[config.mk]
export PLATFORM = sky130hd
export DESIGN_NAME = fixed_div_seq
export DESIGN_NICKNAME = d
export VERILOG_FILES = /design/src/rtl/fixed_div_seq.sv
export SDC_FILE = /design/constraint.sdc
export NUM_CORES = 1
export LEC_CHECK = 0
export BUFFER_PORTS_ARGS = -buffer_cell sky130_fd_sc_hd__buf_2
export CAP_MARGIN = 15
export CORE_ASPECT_RATIO = 1.75
export CORE_MARGIN = 1.5
export CORE_UTILIZATION = 45
export CTS_CLUSTER_SIZE = 10
export DETAILED_ROUTE_END_ITERATION = 10
export PLACE_DENSITY = 0.68
export SYNTH_ARGS = -nofsm -noshare
export SYNTH_HDL_FRONTEND = slang
export SYNTH_SLANG_ARGS = --single-unit
[constraint.sdc]
create_clock -name clock -period 3.8 [get_ports clock]
set_input_delay 0.19 -clock clock [delete_from_list [all_inputs] [get_ports clock]]
set_output_delay 0.19 -clock clock [all_outputs]
set_load 0.005 [all_outputs]
[src/rtl/fixed_div_seq.sv]
// Sequential restoring divider for signed 18.14 fixed point; one divide in flight, valid/ready on both sides.
// Define FIXED_DIV_ROUND_EN for round-to-nearest (ties away from zero); default build truncates toward zero.
module fixed_div_seq #(
  parameter int FRAC_BITS      = 14,
  parameter int BITS_PER_CYCLE = 1
) (
  input  logic        clock,
  input  logic        reset_n,
  input  logic        in_valid,
  output logic        in_ready,
  input  logic [31:0] numerator,
  input  logic [31:0] denominator,
  output logic        out_valid,
  input  logic        out_ready,
  output logic [31:0] quotient,
  output logic        div_by_zero,
  output logic        overflow
);

  localparam int QW    = 32 + FRAC_BITS;
  localparam int ITERS = QW / BITS_PER_CYCLE;
  localparam int CW    = $clog2(ITERS);
  localparam int RW    = 33 + BITS_PER_CYCLE;

  typedef enum logic [1:0] {
    IDLE,
    CALC,
    DONE
  } state_t;

  state_t r_state;
  state_t w_stateNext;

  logic          r_sign;
  logic [31:0]   r_den;
  logic [QW-1:0] r_dividend;
  logic [QW-1:0] r_quo;
  logic [RW-1:0] r_rem;
  logic [CW-1:0] r_iter;
  logic [31:0]   r_quotient;
  logic          r_dbz;
  logic          r_ovf;

  logic          w_accept;
  logic          w_lastIter;
  logic          w_take;
  logic [31:0]   w_numAbs;
  logic [31:0]   w_denAbs;
  logic [QW-1:0] w_dvdNext;
  logic [QW-1:0] w_quoNext;
  logic [RW-1:0] w_remNext;
  logic [RW-1:0] w_diff;
  logic [QW:0]   w_mag;
  logic          w_magOvf;
  logic [31:0]   w_result;
  logic          w_resDbz;
  logic          w_resOvf;

  assign in_ready    = (r_state == IDLE);
  assign out_valid   = (r_state == DONE);
  assign quotient    = r_quotient;
  assign div_by_zero = r_dbz;
  assign overflow    = r_ovf;

  assign w_accept   = in_valid && (r_state == IDLE);
  assign w_lastIter = (r_state == CALC) && (r_iter == CW'(ITERS - 1));
  assign w_take     = (r_state == DONE) && out_ready;

  // 0x80000000 negates to itself, which read as unsigned is exactly 2^31.
  assign w_numAbs = numerator[31]   ? (~numerator + 32'd1)   : numerator;
  assign w_denAbs = denominator[31] ? (~denominator + 32'd1) : denominator;

  always_ff @(posedge clock or negedge reset_n) begin
    if (!reset_n) begin
      r_state <= IDLE;
    end else begin
      r_state <= w_stateNext;
    end
  end

  always_comb begin
    w_stateNext = r_state;
    case (r_state)
      IDLE:    if (in_valid)   w_stateNext = CALC;
      CALC:    if (w_lastIter) w_stateNext = DONE;
      DONE:    if (out_ready)  w_stateNext = IDLE;
      default: w_stateNext = IDLE;
    endcase
  end

  // Restoring steps; remainder stays below |den| <= 2^31, so RW bits leave headroom for the shifted trial value.
  always_comb begin
    w_dvdNext = r_dividend;
    w_quoNext = r_quo;
    w_remNext = r_rem;
    w_diff    = '0;
    for (int i = 0; i < BITS_PER_CYCLE; i++) begin
      w_remNext = (w_remNext << 1) | RW'(w_dvdNext[QW-1]);
      w_dvdNext = w_dvdNext << 1;
      w_diff    = w_remNext - {{(RW-32){1'b0}}, r_den};
      if (!w_diff[RW-1]) begin
        w_remNext = w_diff;
        w_quoNext = (w_quoNext << 1) | QW'(1);
      end else begin
        w_quoNext = w_quoNext << 1;
      end
    end
  end

  always_comb begin
    w_mag = {1'b0, w_quoNext};
`ifdef FIXED_DIV_ROUND_EN
    if ({w_remNext, 1'b0} >= {{(RW+1-32){1'b0}}, r_den}) begin
      w_mag = w_mag + {{QW{1'b0}}, 1'b1};
    end
`endif
    w_magOvf = |w_mag[QW:31];
    w_resDbz = 1'b0;
    w_resOvf = 1'b0;
    if (r_den == 32'd0) begin
      w_result = 32'h7FFF_FFFF;
      w_resDbz = 1'b1;
    end else if (w_magOvf) begin
      w_result = r_sign ? 32'h8000_0001 : 32'h7FFF_FFFF;
      w_resOvf = 1'b1;
    end else begin
      w_result = r_sign ? (~w_mag[31:0] + 32'd1) : w_mag[31:0];
    end
  end

  always_ff @(posedge clock or negedge reset_n) begin
    if (!reset_n) begin
      r_sign     <= 1'b0;
      r_den      <= '0;
      r_dividend <= '0;
      r_quo      <= '0;
      r_rem      <= '0;
      r_iter     <= '0;
    end else if (w_accept) begin
      r_sign     <= numerator[31] ^ denominator[31];
      r_den      <= w_denAbs;
      r_dividend <= {w_numAbs, {FRAC_BITS{1'b0}}};
      r_quo      <= '0;
      r_rem      <= '0;
      r_iter     <= '0;
    end else if (r_state == CALC) begin
      r_dividend <= w_dvdNext;
      r_quo      <= w_quoNext;
      r_rem      <= w_remNext;
      r_iter     <= r_iter + CW'(1);
    end
  end

  always_ff @(posedge clock or negedge reset_n) begin
    if (!reset_n) begin
      r_quotient <= '0;
      r_dbz      <= 1'b0;
      r_ovf      <= 1'b0;
    end else if (w_lastIter) begin
      r_quotient <= w_result;
      r_dbz      <= w_resDbz;
      r_ovf      <= w_resOvf;
    end else if (w_take) begin
      r_quotient <= '0;
      r_dbz      <= 1'b0;
      r_ovf      <= 1'b0;
    end
  end

endmodule

After elaboration in Yosys (flattened, before gate mapping)
Index checks and enable logic that the tools add are counted.
Widths: inputs -> output; s select.

cells by class
  $add $sub $neg = 5
  $mul = 0
  divide/modulo/power cells = 0
  magnitude comparators = 0
  equal/unequal tests = 6
  shifts and indexed selects = 0
  multiplexer cells = 28
  bitwise logic cells = 5
  reduce and logical (&&, ||, !) cells = 9

operators by type and width
  kind                   number
  $mux 32                8
  $mux 33                3
  $add 32x1->32 const B  3
  $not 32->32            3
  $mux 46                2
  $mux 45                2
  $or 34x1->34           1
  $sub 34x32->34         1
  $logic_not 32->1       1
  $reduce_or 15->1       1
  $mux 6                 2
  $mux 1                 7
  $add 6x1->6 const B    1
  $eq 6x6->1 const B     1
  $mux 2                 3
  $pmux 2 s3             1
  $ne 2x2->1 const B     2
  $reduce_bool 2->1      2
  $logic_and 1x1->1      3
  $reduce_and 3->1       1
  $eq 2x1->1 const B     1
  $eq 2x2->1 const B     1
  $logic_not 2->1        1
  $ne 2x1->1 const B     1
  $xor 1x1->1            1

storage, ports and cells
  bits in registers = 199
  bits in latches = 0
  memory bits (writable) = 0
  bits in read-only memories = 0
  memories = 0

Logic depth before layout (Yosys ltp)
  depth in word-level cells = 9
  gate-level depth with buffers = 20
  gate-level depth less buffers = 19

Worst setup path after synthesis
No wires, ideal clock.

  kind = reg2reg
  from = reg r_den[26]
  to = reg r_quotient[16], in the netlist quotient[16]
  setup time = 0.133 ns
  arrival = 3.815 ns
  data required time = 3.667 ns
  path slack = -0.148 ns
  cell stages (with the launch flop) = 20
  path buffers = 1
  period minus slack after synthesis = 3.948 ns
  cell sequence = dfrtp_1 inv_1 ha_1 a211oi_1 o21bai_1 nor4b_2 o21ai_0 a22o_1 nor3_4 nor2_2 inv_2 clkbuf_1 ha_1 nand2_1 or3_1 or3_1 nor3_1 o31ai_1 a21oi_1 o21ai_0

on the way
  word-level cells in the longest chain between the ends = 8
  elaborated cells on any way between the ends = 9
  classes of those cells = add/sub: 2; mux: 5; bitwise: 1; reduce/logical: 1

RTL lines
  element                 RTL line  text
  start, declared         35        logic [31:0] r_den;
  start signal, assigned  141       r_den <= w_denAbs;
  $sub 34x32->34          100       w_diff = w_remNext - {{(RW-32){1'b0}}, r_den};
  $mux 1                  101       if (!w_diff[RW-1]) begin
  $not 32->32             127       w_result = r_sign ? (~w_mag[31:0] + 32'd1) : w_mag[31:0];
  $add 32x1->32           127
  $mux 32                 127
  $mux 32                 123       end else if (w_magOvf) begin
  $mux 32 (*)             120       if (r_den == 32'd0) begin
  $mux 32 (*)             159       end else if (w_lastIter) begin
  end signal, assigned    160       r_quotient <= w_result;
  end, declared           40        logic [31:0] r_quotient;

Every way passes the cells marked *; elsewhere a longest branch is shown, timed or not.
A chain may end at the register's enable or synchronous reset.

Final worst setup path
  from = reg r_den[26]
  to = reg r_quotient[14], in the netlist quotient[14]

The elaborated chain is that of the path after synthesis.

==> flow_metrics.tcl <==
set metrics [dict create \
    status "completed" \
    die_h_um 214.6 \
    drt-vias-per-instance 5.714 \
    crit_arrival_ns 3.91 \
    place.gp.congestion 0.9219 \
    crit_top_cell "o21ai_0" \
    drc 0 \
    utilization 0.5221 \
    synth_common_cells "nand2_1, dfrtp_1, o21ai_0" \
    maxCapViolations 0 \
    finalCritPeriodShare 0.9460 \
    total_power_w 0.01248 \
    drtPass1Iterations 5 \
    coreArea_um2 25240 \
    nets 1583 \
    setup_viol 0 \
    clock_path_buffers 2 \
    synth_area_um2 11510 \
    numPortBuffers 103 \
    fin_crit_ns 3.595 \
    clock_tree.root_cell "clkbuf_16" \
    io-pin-count 104 \
    finalWirelength_um 29080 \
    syn_to_final_growth_pct 14.49 \
    dpl.hpwl_um 20830 \
    seqPwrFrac 0.291 \
    start_util 0.4560 \
    routedWlPerCell_um 16.09 \
    crit_fanout 5 \
    vdd_ir_drop_max_uv 543.2 \
    cts_tree "yes" \
    synth_most_common_cell "nand2_1" \
    vias 10325 \
    htree_levels 4 \
    yosysUniqueCellTypes 71 \
    die_area_um2 26590 \
    tns_ns 0 \
    grt_max_degree 107 \
    async_reset_ff_frac 1.000 \
    grt_pass1_vias 10154 \
    p_switching_w 0.005627 \
    crit_type "reg2reg" \
    hold_viol 0 \
    ys_seq_area_frac 0.4022 \
    endpoint_kind "register" \
    rsz0062_at_grt "yes" \
    fmax_ghz 0.2782 \
    ys_ff_latch 185 \
    synthTopCellsByArea "dfrtp_1, nand2_1, o21ai_0" \
    worst_pin_slew_ns 1.081 \
    synth_area_per_cell_um2 8.263 \
    grt_util_all_layers 0.2262 \
    worstSetupStartpointType "register" \
    ys.flop_type "dfrtp_1" \
    drt-initial-drc-count 679 \
    stdcell_area_um2 13180 \
    slowest_delay_ns 0.40 \
    p_int_w 0.006856 \
    cts_sinks 185 \
    worstSkewPairLatency_ns 0.44 \
    cp.required_ns 4.12 \
    hold_slack_ns 0.02507 \
    die_w_um 123.9 \
    synth_edf_count 0 \
    synth_top_area_frac 0.4022 \
    yosys.area.top_type "dfrtp_1" \
    pwr-share-comb 0.565 \
    finalClockSkew_ns 0.01551 \
    cts_buffers 17 \
    syn_nets 1499 \
    ant_nets 0 \
    switching_share 0.4507 \
    placed_cell_area_um2 12470 \
    powerDensity_nw_per_um2 947.2 \
    slew_viol_final 0 \
    grt_overflow 0 \
    cpMaxStageDelayCell "dfrtp_1" \
    hp-class "in2reg" \
    p_leak_nw 5.770 \
    clkPwrFrac 0.144 \
    rows 77 \
    clkTransAtPathRegs_ns 0.07 \
    synth_warnings 0 \
    syn_inst 1393 \
    slew_headroom 0.2794 \
    grt_pass1_wl_um 48830 \
    antenna_found_initial 0 \
    crit_chain "inv_1, ha_4, a211oi_2, o21bai_1, nor4b_2, o21ai_0, a22o_2, nor3_4, nor2_2, inv_2, ha_2, nand2_2, or3_4, or3_1, nor3_1, o31ai_1, a21oi_1, o21ai_0" \
    drive_above_1_share 0.1517 \
]
-- sequential cells by signal, indices dropped and copies added (netlist names) --
signal / count
overflow: 1
r_sign: 1
quotient: 32
r_den: 32
div_by_zero: 1
r_dividend: 32
r_quo: 45
r_iter: 6
r_rem: 33
r_state: 2
-- placed cells by master, fill, tap and decap left out, drive strengths merged, types with 14 or more instances in the layout --
master,count
o21ai,167
or3,19
o31ai,38
inv,54
ha,37
nand2,263
clkbuf,20
nand2b,14
nor4,18
a21oi,63
nor2,95
nand3,39
xnor2,56
dfrtp,185
a221o,14
buf,148
xor2,39
a31oi,33
nand4,14
nor3,25
-- metrics by stage --
step | setup WS, ns | std cells
floorplan | 0.01017 | 1393
global placement | 0.08830 | 1772
detailed placement | 0.03896 | 1772
CTS | 0.02539 | 1805
global route | -0.03403 | 1806
finish | 0.2052 | 1807
-- what timing repair did --
item,CTS,global route
endpoints found under the setup margin,0,11
gates resized for setup,0,19
hold buffers,1,0
setup buffers,0,1
hold endpoints to repair,77,0
-- power by group through the flow --
| stage | combinational [W] | clock [W] | sequential [W] |
|---|---|---|---|
| final | 0.00705 | 0.00179 | 0.00364 |
| after global routing | 0.00796 | 0.00191 | 0.00376 |
| after CTS | 0.00690 | 0.00183 | 0.00361 |
| after detailed placement | 0.00687 | 0 | 0.00364 |
| after global placement | 0.00672 | 0 | 0.00361 |
| after floorplan | 0.00524 | 0 | 0.00337 |
-- per-layer routing --
layer | track usage | part of all wire | wire length, um
met1 | 0.2707 | 0.41 | 12030
met2 | 0.4083 | 0.53 | 15510
met3 | 0.03005 | 0.032 | 942
met4 | 0.07652 | 0.021 | 598
met5 | 0 | 0 | 0
-- area by class of cell --
type,count,area [um^2]
Antenna cell,1,2.502
Sequential cell,185,4629
Multi-Input combinational cell,1074,6494
Inverter,50,187.7
Clock inverter,12,141.4
Tap cell,316,395.4
Clock buffer,20,446.7
Timing Repair Buffer,149,882.1
Fill cell,2434,12060
-- cell families (layout without fill, tap and decap cells) --
group           after synthesis  count (layout)  share of synthesized area
buf+inv                     134             231                    0.04467
mux                          13              13                    0.01141
flops                       185             185                     0.4022
fa+ha+maj                    38              38                    0.04196
simple gates                530             530                     0.2109
xor+xnor                     95              95                    0.07228
compound gates              398             398                     0.2166
other cells                   0               1                          0
-- critical path, delay by kind of cell, from the launching register on --
family | cells | cell delay (ns)
buffers and inverters | 2 | 0.16
AND/OR/NAND/NOR | 7 | 1.45
flip-flops | 1 | 0.40
adder cells (fa/ha/maj) | 2 | 0.42
AO/OA/AOI/OAI | 7 | 1.07
-- worst paths after layout --
check,slack (ns),endpoint,startpoint,depth (start not counted)
setup reg to reg,0.21,quotient[14]$_DFFE_PN0P_,r_den[26]$_DFFE_PN0P_,18
min in group asynchronous,0.35,r_dividend[22]$_DFFE_PN0P_,reset_n,2
max in group asynchronous,2.47,r_den[9]$_DFFE_PN0P_,reset_n,3
setup / recovery,0.21,quotient[14]$_DFFE_PN0P_,r_den[26]$_DFFE_PN0P_,18
hold / removal,0.03,r_state[1]$_DFFE_PN0P_,out_ready,2
hold reg to reg,0.47,quotient[0]$_DFFE_PN0P_,quotient[0]$_DFFE_PN0P_,2
No activity file was read; power rests on OpenSTA's default activity.
